$ cat src/rtl/cpu_pkg.sv
// Shared CPU definitions: opcodes, instruction field positions, decoded-word layout
// and the decode helpers used by the decode stage.
package cpu_pkg;

  localparam int INSTR_W    = 16;
  localparam int OPCODE_W   = 4;
  localparam int REG_SEL_W  = 3;
  localparam int NUM_REGS   = 1 << REG_SEL_W;
  localparam int IMM_W      = 8;

  localparam int OPCODE_MSB = 15;
  localparam int OPCODE_LSB = 12;
  localparam int RD_MSB     = 11;
  localparam int RD_LSB     = 9;
  localparam int RA_MSB     = 7;
  localparam int RA_LSB     = 5;
  localparam int RB_MSB     = 4;
  localparam int RB_LSB     = 2;
  localparam int IMM_MSB    = 7;
  localparam int IMM_LSB    = 0;

  typedef enum logic [OPCODE_W-1:0] {
    OP_ADD    = 4'd0,
    OP_SUB    = 4'd1,
    OP_OR     = 4'd2,
    OP_XOR    = 4'd3,
    OP_AND    = 4'd4,
    OP_NOT    = 4'd5,
    OP_READ   = 4'd6,
    OP_WRITE  = 4'd7,
    OP_LOAD   = 4'd8,
    OP_CMP    = 4'd9,
    OP_SHL    = 4'd10,
    OP_SHR    = 4'd11,
    OP_JUMP   = 4'd12,
    OP_JUMPEQ = 4'd13,
    OP_RSVD14 = 4'd14,
    OP_RSVD15 = 4'd15
  } opcode_t;

  typedef enum logic {
    ST_EMPTY = 1'b0,
    ST_FULL  = 1'b1
  } stageState_t;

  typedef struct packed {
    logic [REG_SEL_W-1:0] selA;
    logic [REG_SEL_W-1:0] selB;
    logic [REG_SEL_W-1:0] selD;
    logic                 we;
    logic [OPCODE_W-1:0]  aluop;
    logic [IMM_W-1:0]     imm;
    logic                 illegal;
  } decoded_t;

  // Stores, jumps and the two reserved opcodes leave the register file untouched.
  function automatic logic writesRd(input opcode_t op);
    case (op)
      OP_WRITE, OP_JUMP, OP_JUMPEQ, OP_RSVD14, OP_RSVD15: return 1'b0;
      default:                                            return 1'b1;
    endcase
  endfunction

  function automatic logic isIllegal(input opcode_t op);
    return (op == OP_RSVD14) || (op == OP_RSVD15);
  endfunction

  function automatic decoded_t decodeInstr(input logic [INSTR_W-1:0] instr);
    decoded_t d;
    opcode_t  op;
    op        = opcode_t'(instr[OPCODE_MSB:OPCODE_LSB]);
    d.aluop   = instr[OPCODE_MSB:OPCODE_LSB];
    d.selD    = instr[RD_MSB:RD_LSB];
    d.selA    = instr[RA_MSB:RA_LSB];
    d.selB    = instr[RB_MSB:RB_LSB];
    d.imm     = instr[IMM_MSB:IMM_LSB];
    d.we      = writesRd(op);
    d.illegal = isIllegal(op);
    return d;
  endfunction

endpackage

$ cat src/rtl/decode_scoreboard.sv
// RAW-hazard scoreboard: one pending bit per architectural register, set when a
// writing instruction is accepted and cleared by register-file writeback.
module decode_scoreboard
  import cpu_pkg::*;
(
  input  logic                 I_clk,
  input  logic                 I_rst_n,
  input  logic                 I_valid,
  input  logic [REG_SEL_W-1:0] I_selA,
  input  logic [REG_SEL_W-1:0] I_selB,
  input  logic [REG_SEL_W-1:0] I_selD,
  input  logic                 I_we,
  input  logic                 I_accept,
  input  logic                 I_wb_en,
  input  logic [REG_SEL_W-1:0] I_wb_sel,
  output logic                 o_stall
);

  logic [NUM_REGS-1:0] pending;
  logic [NUM_REGS-1:0] setMask;
  logic [NUM_REGS-1:0] clrMask;

  // NOTE: every always_comb output gets a default first so no path can infer a latch.
  always_comb begin
    setMask = '0;
    clrMask = '0;
    if (I_accept && I_we) setMask[I_selD] = 1'b1;
    if (I_wb_en)          clrMask[I_wb_sel] = 1'b1;
  end

  // NOTE: pending is control state, not a data array, so it must be reset.
  // A set and a clear hitting the same register leaves it set: the new writer wins.
  always_ff @(posedge I_clk or negedge I_rst_n) begin
    if (!I_rst_n) begin
      pending <= '0;
    end else begin
      pending <= (pending & ~clrMask) | setMask;
    end
  end

  // Uses the registered bits only, so a same-cycle writeback releases the stall next cycle.
  assign o_stall = I_valid &&
                   (pending[I_selA] || pending[I_selB] || (I_we && pending[I_selD]));

endmodule

$ cat src/rtl/decode_stage.sv
// Decode stage: single-entry registered decoder with a valid/ready handshake.
// Define DECODE_SCOREBOARD_EN to compile in the RAW-hazard scoreboard stall.
module decode_stage
  import cpu_pkg::*;
(
  input  logic                 I_clk,
  input  logic                 I_rst_n,
  input  logic [INSTR_W-1:0]   I_instr,
  input  logic                 I_valid,
  output logic                 o_ready,
  input  logic                 I_ready,
  output logic                 o_valid,
  output logic [REG_SEL_W-1:0] o_selA,
  output logic [REG_SEL_W-1:0] o_selB,
  output logic [REG_SEL_W-1:0] o_selD,
  output logic                 o_we,
  output logic [OPCODE_W-1:0]  o_aluop,
  output logic [IMM_W-1:0]     o_imm,
  output logic                 o_illegal,
  input  logic                 I_wb_en,
  input  logic [REG_SEL_W-1:0] I_wb_sel
);

  stageState_t state;
  decoded_t    decoded;
  decoded_t    outReg;
  logic        stall;
  logic        accept;

  always_comb decoded = decodeInstr(I_instr);

  assign o_ready = ((state == ST_EMPTY) || I_ready) && !stall;
  assign accept  = I_valid && o_ready;

`ifdef DECODE_SCOREBOARD_EN
  decode_scoreboard u_scoreboard (
    .I_clk    (I_clk),
    .I_rst_n  (I_rst_n),
    .I_valid  (I_valid),
    .I_selA   (decoded.selA),
    .I_selB   (decoded.selB),
    .I_selD   (decoded.selD),
    .I_we     (decoded.we),
    .I_accept (accept),
    .I_wb_en  (I_wb_en),
    .I_wb_sel (I_wb_sel),
    .o_stall  (stall)
  );
`else
  assign stall = 1'b0;
  logic unusedWb;
  assign unusedWb = ^{I_wb_en, I_wb_sel};
`endif

  // NOTE: sequential state uses non-blocking assignments so every flop samples pre-edge values.
  always_ff @(posedge I_clk or negedge I_rst_n) begin
    if (!I_rst_n) begin
      state  <= ST_EMPTY;
      outReg <= '0;
    end else begin
      case (state)
        ST_EMPTY: begin
          if (accept) begin
            state  <= ST_FULL;
            outReg <= decoded;
          end
        end
        ST_FULL: begin
          // accept here already implies I_ready, so the old entry has been consumed.
          if (accept) begin
            outReg <= decoded;
          end else if (I_ready) begin
            state <= ST_EMPTY;
          end
        end
        default: state <= ST_EMPTY;
      endcase
    end
  end

  assign o_valid   = (state == ST_FULL);
  assign o_selA    = outReg.selA;
  assign o_selB    = outReg.selB;
  assign o_selD    = outReg.selD;
  assign o_we      = outReg.we;
  assign o_aluop   = outReg.aluop;
  assign o_imm     = outReg.imm;
  assign o_illegal = outReg.illegal;

endmodule
$ cat config.mk
export PLATFORM = sky130hd
export DESIGN_NAME = decode_stage
export DESIGN_NICKNAME = d
export VERILOG_FILES = /design/src/rtl/cpu_pkg.sv /design/src/rtl/decode_scoreboard.sv /design/src/rtl/decode_stage.sv
export SDC_FILE = /design/constraint.sdc
export NUM_CORES = 1
export LEC_CHECK = 0
export ABC_AREA = 1
export BUFFER_PORTS_ARGS = -buffer_cell sky130_fd_sc_hd__buf_2
export CORE_MARGIN = 10
export CORE_UTILIZATION = 43
export CTS_CLUSTER_DIAMETER = 150
export DETAILED_ROUTE_END_ITERATION = 16
export MAX_ROUTING_LAYER = met4
export PLACE_DENSITY = 0.77
export SLEW_MARGIN = 10
export SYNTH_ARGS = -nofsm -noshare
export SYNTH_HDL_FRONTEND = slang
export SYNTH_SLANG_ARGS = --single-unit
$ cat constraint.sdc
create_clock -name I_clk -period 1.5 [get_ports I_clk]
set_input_delay 0 -clock I_clk [delete_from_list [all_inputs] [get_ports I_clk]]
set_output_delay 0 -clock I_clk [all_outputs]
set_load 0.02 [all_outputs]
==> results of run 1 <==
## state kept, by name, summed over array words and instances, names as in the netlist
register   count
o_aluop        4
o_illegal      1
o_imm          3
o_selA         3
o_selB         2
o_selD         3
o_valid        1
o_we           1
## cells by family after synthesis
family	count (synthesis)	synth area share, %
buffers and inverters	10	9.47
DFF	18	59.8
and+or+nand+nor	53	27.2
AOI/OAI and AO/OA	3	3.49
## final cells by class
class | instances | area, sq um | area share [%]
inverter | 2 | 7.51 | 0.663
timing repair buffer | 60 | 385 | 34.0
tap | 17 | 21.3 | 1.88
clock buffer | 4 | 36.3 | 3.20
multi-input combinational | 56 | 231 | 20.4
sequential | 18 | 450 | 39.8
## synth_stat cells
master / number
dfrtp_1: 18
o21ai_0: 1
inv_2: 1
buf_6: 1
a21oi_1: 1
nor2_1: 3
a21oi_4: 1
nand2_2: 2
nand3_1: 1
buf_4: 7
inv_1: 1
nand2_1: 47
## timing repair
action,4_1_cts,5_1_grt
endpoints found under the hold margin,34,1
hold buffers,16,1
endpoints found under the setup margin,0,0
## worst max-delay path by stage
stage	to	start	slack, ns
floorplan	o_imm[4]	o_valid	0.35
global placement	o_we	o_valid	0.46
detailed placement	o_selD[1]	o_valid	0.43
CTS	o_we	o_valid	0.41
global route	o_we	o_valid	0.33
finish	o_illegal	o_valid	0.42
## worst register-to-register path, stage by stage, from the launching register on
cell and delay [ns]:
dfrtp_1 0.45, nand2_2 0.12, nand2_2 0.20, nand2_1 0.12, o21ai_0 0.08
## layout by cell type, fill, tap and decap left out
cell / netlist / final
inv_2: 1 / 1
a21oi_4: 1 / 1
nand3_1: 1 / 1
clkbuf_8: 0 / 1
o21ai_0: 1 / 1
a21oi_1: 1 / 1
nor2_1: 3 / 3
nand2_1: 47 / 47
inv_1: 1 / 1
nand2_2: 2 / 2
clkbuf_4: 0 / 3
buf_2: 0 / 43
dlygate4sd3_1: 0 / 17
dfrtp_1: 18 / 18
## routing by layer
metal | part of all wire (%) | vias to the layer above | wire [microns] | GRT usage, %
met3 | 12 | 2 | 263 | 5.08
met1 | 40 | 315 | 858 | 12.5
li1 | - | 359 | - | -
met4 | 0.37 | 0 | 8 | 4.78
met5 | 0 | - | 0 | -
met2 | 47 | 37 | 1020 | 20.6
## power by group through the flow
stage | Combinational (mW) | Clock [mW] | Sequential [mW]
floorplan | 0.138 | 0 | 0.666
global placement | 0.318 | 0 | 0.585
detailed placement | 0.324 | 0 | 0.587
CTS | 0.356 | 0.303 | 0.579
global route | 0.384 | 0.332 | 0.588
finish | 0.353 | 0.299 | 0.579
==> qor.csv, run 1 <==
stage;metric;value;unit
pwr;Max VDD drop;0.612;mV
finish;final core occ;67.0;%
drt;Vias/cell;4.54;
finish;Final #Nets;165;
floorplan;total core area;1690;sq um
synth;Post-Synthesis Cell Area;753;sq um
setup_path;R2R Path Start;o_valid;
global_routing;GRT Total Usage;12.3;%
drt;Routed wire per std cell;13.7;microns
setup_path;FF-to-FF setup slack;0.42;ns
synth;Ys Warns;0;
sta;Final period util;71.9;%
global_routing;antenna violations before repair;0;
cts;clk_lat worst skew;0.29;ns
pwr;Leakage;0.650;nW
synth;sequential share of the synthesized area;59.8;%
setup_path;critical path's most frequent cell;nand2_2;
setup_path;peak per-stage delay on the critical path;0.45;ns
global_routing;largest net degree at the start of global routing;19;
cts;clock-pin slew on the worst setup and hold paths;0.11;ns
cts;TritonCTS clock tree;built;
setup_path;Reg2Reg Depth;4;
pwr;Sw Share;33.0;%
finish;P&R area growth vs syn;50.3;%
sta;fin. max-slew vios;0;
worst_hold_path;Min-Delay Path Depth;4;
sta;Final Skew;0.00327;ns
global_routing;Remaining Overflow, GRT;0;
drt;Detailed Route WL;2150;microns
pwr;combinational share of power;28.7;%
global_routing;first-pass GRT wire length;3410;microns
sta;RSZ-0062 raised after global routing;false;
floorplan;die width;61.9;microns
finish;final cell count without fillers;157;
worst_hold_path;HP Class;in -> reg;
pwr;power per cell area;1090;nW/um^2
placed_design;GPL Wtd Cong;0.683;
cts;post-CTS setup buffers;0;
drt;Iteration-0 DRC Markers;18;
synth;Syn Nets;108;
drt;DRT Pass-1 Iters;4;
sta;final hold vios;0;
pwr;Clock power frac;24.3;%
floorplan;Initial Util;44.6;%
floorplan;die area;3830;sq um
finish;fillers;159;
drt;DRC;0;
synth;Syn Area/Cell;8.97;sq um
worst_hold_path;Hold Path End;o_valid;
placed_design;hpwl dp;1440;microns
setup_path;crit path capture type;register;
setup_path;crit-path cells;nand2_2, nand2_2, nand2_1, o21ai_0;
sta;TNS Setup;0;ns
synth;Yosys top cell area share;59.8;%
run_status;status;finished, final reports clean;
setup_path;CP Max Fanout;16;
finish;fin area;1130;sq um
setup_path;Top Family by Delay on Critical Path;flip-flops;
synth;FF+latch count, synth;18;
synth;Synth Instances;84;
placed_design;# placed instances;136;
floorplan;# rows;15;
setup_path;Worst Path Buf+Inv;0;
finish;Antenna diodes;0;
setup_path;critical path class;reg -> reg;
cts;Sink Count;18;
cts;# resized after CTS;0;
cts;CTS Buf Count;3;
floorplan;Ports;49;
cts;clock tree buffer depth;2;
cts;H-tree Lvls;1;
global_routing;vias in the first global route;763;
setup_path;CP max-delay cell;dfrtp_1;
sta;measured slew at the worst slew-check pin;0.395;ns
placed_design;worst slack at placement;0.433;ns
sta;Worst Slack Setup Final;0.422;ns
finish;fraction of layout cells with a size suffix above 1;36.4;%
synth;leading area contributor after synthesis;dfrtp_1;
setup_path;Req. time, crit path;1.68;ns
setup_path;worst path arrival time;1.26;ns
pwr;Internal;0.825;mW
cts;CTS Root Cell;clkbuf_4;
pwr;Tot Pwr;1.23;mW
synth;Distinct cells, synth;12;
placed_design;placed cell area;926;sq um
synth;synth top area cells;dfrtp_1 60%, nand2_1 23%, buf_4 7.0%;
pwr;share of power burned in registers;47.1;%
sta;worst hold slack;0.0279;ns
drt;Post-DRT Antenna Nets;0;
setup_path;Startpoint Class;register;
drt;vias after detailed routing;713;
setup_path;R2R Path End;o_illegal;
floorplan;Die H;61.9;microns
sta;post-route minimum period;1.08;ns
setup_path;Critical Path Stages;4;
flow_run;max-cap violation count;0;
sta;Final setup viols;0;
pwr;switching power total;0.406;mW
sta;f_max;928;MHz
placed_design;port bufs;43;
worst_hold_path;Hold Startpoint;I_ready;
sta;Slew HR;73.6;%
(Power assumes the default switching activity.)
==> run 2, diff against run 1 <==
ABC_AREA = 0   (was 1)
CORE_UTILIZATION = 41   (was 43)
PLACE_DENSITY = 0.73   (was 0.77)
clock period = 1 ns   (was 1.5 ns; I/O delays follow)
==> run 2 against run 1 <==
Compared with the run above: the flow now finishes with violations (negative setup slack); via count decreased by 18%; combinational power increased by 78%; clock power increased by 23%; largest power group unchanged.
==> qor.csv, run 2 <==
stage;metric;value;unit;change
pwr;power per cell area;1590;nW/um^2;+46%
setup_path;R2R Path Start;o_valid;;
synth;EDFF count, synth;0;;unchanged
cts;clock-pin slew on the worst setup and hold paths;0.10;ns;about the same
setup_path;peak per-stage delay on the critical path;0.39;ns;-0.06 ns
placed_design;port bufs;43;;unchanged
floorplan;# rows;15;;unchanged
placed_design;# placed instances;110;;-19%
synth;Synth top cells by count;18 x dfrtp_1, 10 x mux2_4, 6 x buf_4, 6 x mux2_2;;
sta;Final setup viols;17;;+17
synth;Synth Instances;48;;-43%
sta;Final period util;110;%;+38 points
synth;Yosys top cell area share;56.8;%;-3.0 points
sta;Worst Slack Setup Final;-0.0951;ns;-0.517 ns
floorplan;Ports;49;;unchanged
run_status;failing checks;negative setup slack;;
pwr;Clock power frac;19.6;%;-4.7 points
floorplan;Initial Util;44.5;%;-0.10 points
cts;TritonCTS clock tree;built;;
global_routing;GRT met2 Usage;16.9;%;-3.7 points
floorplan;die area;4090;sq um;+7.0%
global_routing;global-route met3 utilization;6.27;%;+1.2 points
setup_path;critical path class;reg -> reg;;
floorplan;Die H;64.0;microns;+3.4%
sta;Slew HR;73.5;%;-0.10 points
drt;DRC;0;;unchanged
worst_hold_path;Hold Path End;o_valid;;
finish;P&R area growth vs syn;49.4;%;
drt;DRT Pass-1 Iters;3;;-1
synth;Distinct cells, synth;12;;unchanged
floorplan;total core area;1780;sq um;+5.6%
sta;measured slew at the worst slew-check pin;0.398;ns;+0.00241 ns
synth;FF+latch count, synth;18;;unchanged
synth;synth top area cells;dfrtp_1 57%, mux2_4 19%, mux2_2 8.5%;;
cts;clk_lat worst skew;0.28;ns;about the same
synth;leading area contributor after synthesis;dfrtp_1;;
setup_path;Top Family by Delay on Critical Path;flip-flops;;
sta;f_max;913;MHz;-1.6%
worst_hold_path;Hold Startpoint;I_valid;;
pwr;Internal;1.28;mW;+55%
pwr;Max VDD drop;0.864;mV;+41%
synth;Post-Synthesis Cell Area;793;sq um;+5.3%
placed_design;worst slack at placement;-0.170;ns;-0.603 ns
pwr;combinational share of power;33.3;%;+4.6 points
setup_path;CP max-delay cell;dfrtp_2;;
synth;cell with the most instances after synthesis;dfrtp_1;;
pwr;share of power burned in registers;47.1;%;about the same
sta;Final Skew;0.00132;ns;-0.00195 ns
drt;Detailed Route WL;2020;microns;-6.1%
sta;final hold vios;0;;unchanged
finish;Final #Nets;130;;-21%
setup_path;Req. time, crit path;1.18;ns;-0.50 ns
setup_path;Worst Setup SP;o_valid;;
sta;post-route minimum period;1.10;ns;+0.0171 ns
drt;vias after detailed routing;586;;-18%
synth;Ys Warns;0;;unchanged
setup_path;crit-path cells;nand2b_4, nand2_8, mux2_2;;
global_routing;met1 usage;11.4;%;-1.0 points
global_routing;antenna violations before repair;0;;unchanged
drt;Iteration-0 DRC Markers;10;;-8
setup_path;FF-to-FF setup slack;-0.1;ns;-0.52 ns
finish;max FFs per register;4;;unchanged
global_routing;Remaining Overflow, GRT;0;;unchanged
placed_design;hpwl dp;1400;microns;-3.3%
global_routing;GRT Total Usage;10.9;%;-1.4 points
sta;worst hold slack;0.0208;ns;-0.00707 ns
sta;RSZ-0062 raised after global routing;true;;
synth;asr flop ratio synth;100;%;unchanged
global_routing;vias in the first global route;701;;-8.1%
cts;post-CTS setup buffers;0;;unchanged
finish;most frequent cells in the layout;42 x buf_2, 17 x dfrtp_1, 16 x dlygate4sd3_1;;
cts;CTS Buf Count;3;;unchanged
global_routing;first-pass GRT wire length;3470;microns;+1.8%
worst_hold_path;HP Class;in -> reg;;
drt;Vias/cell;4.51;;-0.74%
placed_design;GPL Wtd Cong;0.690;;+1.1%
pwr;Leakage;0.611;nW;-6.0%
finish;fraction of layout cells with a size suffix above 1;62.9;%;+26 points
sta;fin. max-slew vios;0;;unchanged
finish;fillers;142;;-11%
setup_path;Worst Path Buf+Inv;0;;unchanged
cts;H-tree Lvls;1;;unchanged
setup_path;Reg2Reg Depth;3;;-1
synth;Post-synth top flop;dfrtp_1;;
setup_path;R2R Path End;o_imm[0];;
pwr;Tot Pwr;1.88;mW;+53%
synth;sequential share of the synthesized area;56.8;%;-3.0 points
finish;final cell count without fillers;130;;-17%
cts;Sink Count;18;;unchanged
sta;TNS Setup;-1.38;ns;-1.38 ns
setup_path;CP Max Fanout;16;;unchanged
finish;fin area;1180;sq um;+4.6%
flow_run;max-cap violation count;0;;unchanged
finish;Antenna diodes;0;;unchanged
synth;Syn Nets;72;;-33%
worst_hold_path;Min-Delay Path Depth;2;;-2
run_status;status;finished, violations left;;
drt;Post-DRT Antenna Nets;0;;unchanged
setup_path;Startpoint Class;register;;
cts;CTS Root Cell;clkbuf_4;;
setup_path;crit path capture type;register;;
finish;commonest non-fill, non-tap cell in the layout;buf_2;;
placed_design;placed cell area;983;sq um;+6.2%
drt;Routed wire per std cell;15.5;microns;+13%
finish;final core occ;66.5;%;-0.58 points
cts;clock tree buffer depth;2;;unchanged
pwr;switching power total;0.607;mW;+50%
synth;Syn Area/Cell;16.5;sq um;+84%
global_routing;Most Crowded Layer GR;met2;;
global_routing;largest net degree at the start of global routing;19;;unchanged
floorplan;die width;64.0;microns;+3.4%
setup_path;worst path arrival time;1.27;ns;about the same
pwr;Sw Share;32.2;%;-0.76 points
-- run 2: changes by cell type after synthesis, moves of 2 or more --
cell	delta
mux2_2	+6
mux2_4	+10
nand2_1	-47
nor2_1	-3
nand2_2	-2
-- run 2: power groups by stage --
stage | logic [mW] | clock network [mW] | registers, mW
finish | 0.627 | 0.369 | 0.888
detailed placement | 0.576 | 0 | 0.901
CTS | 0.636 | 0.391 | 0.888
floorplan | 0.279 | 0 | 1.03
global placement | 0.570 | 0 | 0.897
global route | 0.676 | 0.441 | 0.903
-- run 2: repair_timing --
action                                 in CTS  in global routing
hold buffers                               16                  0
gates resized for setup                     3                  0
setup endpoints to repair                  17                 19
endpoints found under the hold margin      34                  0
pin swaps                                   1                  0
cloned                                      0                  0
-- run 2: how the worst max path moves through the flow --
stage,endpoint,slack [ns],cells past startpoint
global route,o_imm[0],-0.14,3
CTS,o_imm[0],-0.10,3
finish,o_imm[0],-0.1,3
floorplan,o_aluop[0],-0.25,4
detailed placement,o_imm[0],-0.17,3
global placement,o_aluop[2],-0.13,3
-- run 2: layer usage --
| metal | vias to the layer above | share of wire [%] |
|---|---|---|
| met3 | 2 | 11 |
| met5 | - | 0 |
| li1 | 278 | - |
| met4 | 0 | 0.50 |
| met2 | 31 | 46 |
| met1 | 275 | 42 |
-- run 2: cell families (layout without fill, tap and decap cells) --
family / Yosys count / in the layout / share of synthesized area [%]
flip-flops: 18 / 18 / 56.8
multiplexers: 16 / 16 / 27.4
buffers and inverters: 7 / 64 / 8.20
AND/OR/NAND/NOR: 4 / 4 / 4.89
AO/OA/AOI/OAI: 3 / 3 / 2.68
-- run 2: cell type report --
cell class	count	area [sq um]	area share, %
Timing Repair Buffer	60	389	32.8
Multi-Input combinational cell	23	287	24.2
Clock buffer	4	26.3	2.22
Sequential cell	18	452	38.1
Tap cell	25	31.3	2.64
==> run 3, diff against run 2 <==
BUFFER_PORTS_ARGS = -buffer_cell sky130_fd_sc_hd__clkbuf_2   (was -buffer_cell sky130_fd_sc_hd__buf_2)
==> run 3 against run 2 <==
Compared with the run above: the flow still finishes with violations (negative setup slack); wire length is 2.0% lower; clock power rose by 19%; combinational power up 3%; global-route usage is 0.78 points lower; critical path depth is the same; core utilization rose by 2.9 points; total power grew 4.9%; sequential power grew 0.6%; via count decreased by 1.0%; first-iteration DRC count grew 50%; fmax grew 0.46%.
==> qor.csv, run 3 (synthesis results as in run 2) <==
stage;metric;value;unit;change
finish;P&R area growth vs syn;55.8;%;
sta;Worst Slack Setup Final;-0.0901;ns;+0.00505 ns
setup_path;Startpoint Class;register;;
drt;Iteration-0 DRC Markers;15;;+5
sta;Slew HR;70.2;%;-3.3 points
finish;sequential cell area;452;sq um;unchanged
worst_hold_path;HP Class;in -> reg;;
sta;fin. max-slew vios;0;;unchanged
placed_design;hpwl dp;1350;microns;-3.1%
floorplan;total core area;1780;sq um;unchanged
pwr;Internal;1.35;mW;+6.0%
global_routing;first-pass GRT wire length;3220;microns;-7.1%
cts;CTS Buf Count;3;;unchanged
pwr;power per cell area;1600;nW/um^2;+0.52%
finish;Final #Nets;132;;+1.5%
finish;Multi-input gate area;309;sq um;+7.9%
pwr;Max VDD drop;1.00;mV;+16%
floorplan;die width;64.0;microns;unchanged
finish;most frequent cells in the layout;42 x clkbuf_2, 17 x dfrtp_1, 16 x dlygate4sd3_1;;
floorplan;Die H;64.0;microns;unchanged
setup_path;Req. time, crit path;1.18;ns;about the same
sta;RSZ-0062 raised after global routing;true;;
global_routing;vias in the first global route;659;;-6.0%
drt;DRC;0;;unchanged
pwr;Sw Share;31.5;%;-0.71 points
floorplan;# rows;15;;unchanged
setup_path;Critical Path End;o_selA[1];;
sta;post-route minimum period;1.09;ns;-0.00505 ns
placed_design;placed cell area;983;sq um;unchanged
pwr;Leakage;0.642;nW;+5.0%
drt;routed wl met3;220;microns;-3.5%
setup_path;Reg2Reg Depth;3;;unchanged
drt;Routed wire per std cell;15.0;microns;-3.5%
cts;H-tree Lvls;1;;unchanged
sta;Final setup viols;19;;+2
finish;fin area;1240;sq um;+4.3%
global_routing;GRT Total Usage;10.1;%;-0.78 points
setup_path;R2R Path End;o_selA[1];;
floorplan;Ports;49;;unchanged
global_routing;largest net degree at the start of global routing;19;;unchanged
setup_path;Worst Setup SP;o_valid;;
finish;final core occ;69.3;%;+2.9 points
cts;TritonCTS clock tree;built;;
setup_path;crit path capture type;register;;
drt;met2 wire length;877;microns;-5.8%
setup_path;FF-to-FF setup slack;-0.09;ns;about the same
drt;DRT Pass-1 Iters;4;;+1
cts;clk_lat worst skew;0.29;ns;about the same
sta;f_max;917;MHz;+0.46%
pwr;combinational share of power;32.7;%;-0.6 points
finish;max FFs per register;4;;unchanged
sta;Final period util;109;%;-0.51 points
floorplan;die area;4090;sq um;unchanged
pwr;share of power burned in registers;45.2;%;-1.9 points
drt;Detailed Route WL;1980;microns;-2.0%
placed_design;worst slack at placement;-0.167;ns;+0.00310 ns
finish;commonest non-fill, non-tap cell in the layout;clkbuf_2;;
sta;Final Skew;0.00285;ns;+0.00153 ns
global_routing;Remaining Overflow, GRT;0;;unchanged
drt;Post-DRT Antenna Nets;0;;unchanged
run_status;status;finished, violations left;;
finish;fraction of layout cells with a size suffix above 1;66.4;%;+3.5 points
run_status;failing checks;negative setup slack;;
drt;vias after detailed routing;580;;-1.0%
pwr;Tot Pwr;1.98;mW;+4.9%
drt;M1 wire length;869;microns;+2.4%
flow_run;max-cap violation count;0;;unchanged
cts;CTS Root Cell;clkbuf_4;;
global_routing;antenna violations before repair;0;;unchanged
cts;clock tree buffer depth;2;;unchanged
cts;Sink Count;18;;unchanged
sta;measured slew at the worst slew-check pin;0.448;ns;+0.0497 ns
drt;Vias/cell;4.39;;-2.5%
pwr;switching power total;0.623;mW;+2.6%
finish;fillers;122;;-14%
placed_design;GPL Wtd Cong;0.688;;-0.26%
setup_path;R2R Path Start;o_valid;;
placed_design;port bufs;43;;unchanged
finish;Antenna diodes;0;;unchanged
cts;clock-pin slew on the worst setup and hold paths;0.10;ns;about the same
drt;DR top layer;met4;;
sta;final hold vios;0;;unchanged
setup_path;worst path arrival time;1.27;ns;about the same
setup_path;critical path class;reg -> reg;;
pwr;Clock power frac;22.2;%;+2.6 points
setup_path;CP Max Fanout;8;;-8
floorplan;Initial Util;44.5;%;unchanged
-- run 3: cell count changes in the layout (fill, tap and decap cells not counted) --
| cell | before | now |
|---|---|---|
| clkbuf_1 | 1 | 0 |
| nand2_4 | 0 | 1 |
| clkbuf_8 | 0 | 1 |
| buf_4 | 1 | 0 |
| buf_6 | 1 | 2 |
| a21oi_1 | 1 | 0 |
| clkbuf_2 | 0 | 42 |
| buf_2 | 42 | 0 |
| a21oi_2 | 0 | 1 |
| a41oi_2 | 0 | 1 |
| buf_8 | 0 | 1 |
| a41oi_1 | 1 | 0 |
-- run 3: area by class of cell --
class                      instances  share of cell area (%)
tap                               25                    2.53
sequential                        18                    36.5
clock buffer                       4                    2.94
timing repair buffer              61                    33.0
multi-input combinational         24                    25.0
-- run 3: repair_timing --
item | 4_1_cts | 5_1_grt
hold endpoints to repair | 34 | 0
gates resized for setup | 5 | 3
pin swaps | 1 | 1
cloned | 0 | 1
endpoints found under the setup margin | 17 | 19
setup buffers | 1 | 0
hold buffers | 16 | 0
-- run 3: worst max-delay path, cell delays in order, from the launching register on --
cell,delay [ns]
dfrtp_2,0.43
nand2b_4,0.13
nand2_4,0.11
mux2_4,0.31
-- run 3: worst min-delay path by stage --
| stage | from | end | slack [ns] | cells past startpoint |
|---|---|---|---|---|
| final | I_valid | o_we | 0.1 | 2 |
| after global routing | I_valid | o_we | 0.1 | 2 |
| after CTS | I_valid | o_valid | 0.02 | 2 |
| after detailed placement | I_rst_n | o_selB[0] | -0.04 | 1 |
| after global placement | I_rst_n | o_selD[2] | -0.04 | 1 |
| after floorplan | I_rst_n | o_aluop[0] | -0.30 | 0 |
-- run 3: layer usage --
metal,up-vias,track usage (%)
met5,-,-
met4,0,4.92
met3,2,5.05
met2,31,14.3
met1,267,11.5
li1,280,-
-- run 3: per-stage QoR --
stage	instances	hold slack (ns)	setup TNS, ns
6_report	132	0.0965	-1.44
5_1_grt	132	0.0990	-2.20
4_1_cts	131	0.0156	-1.60
3_5_place_dp	110	-0.0370	-2.24
3_3_place_gp	110	-0.0406	-1.85
2_1_floorplan	48	-0.296	-3.20
-- run 3: power groups by stage --
stage	Clock [mW]	Sequential, mW	Combinational [mW]
2_1_floorplan	0	1.03	0.279
3_3_place_gp	0	0.902	0.566
3_5_place_dp	0	0.905	0.572
4_1_cts	0.457	0.892	0.640
5_1_grt	0.490	0.909	0.697
6_report	0.438	0.893	0.645
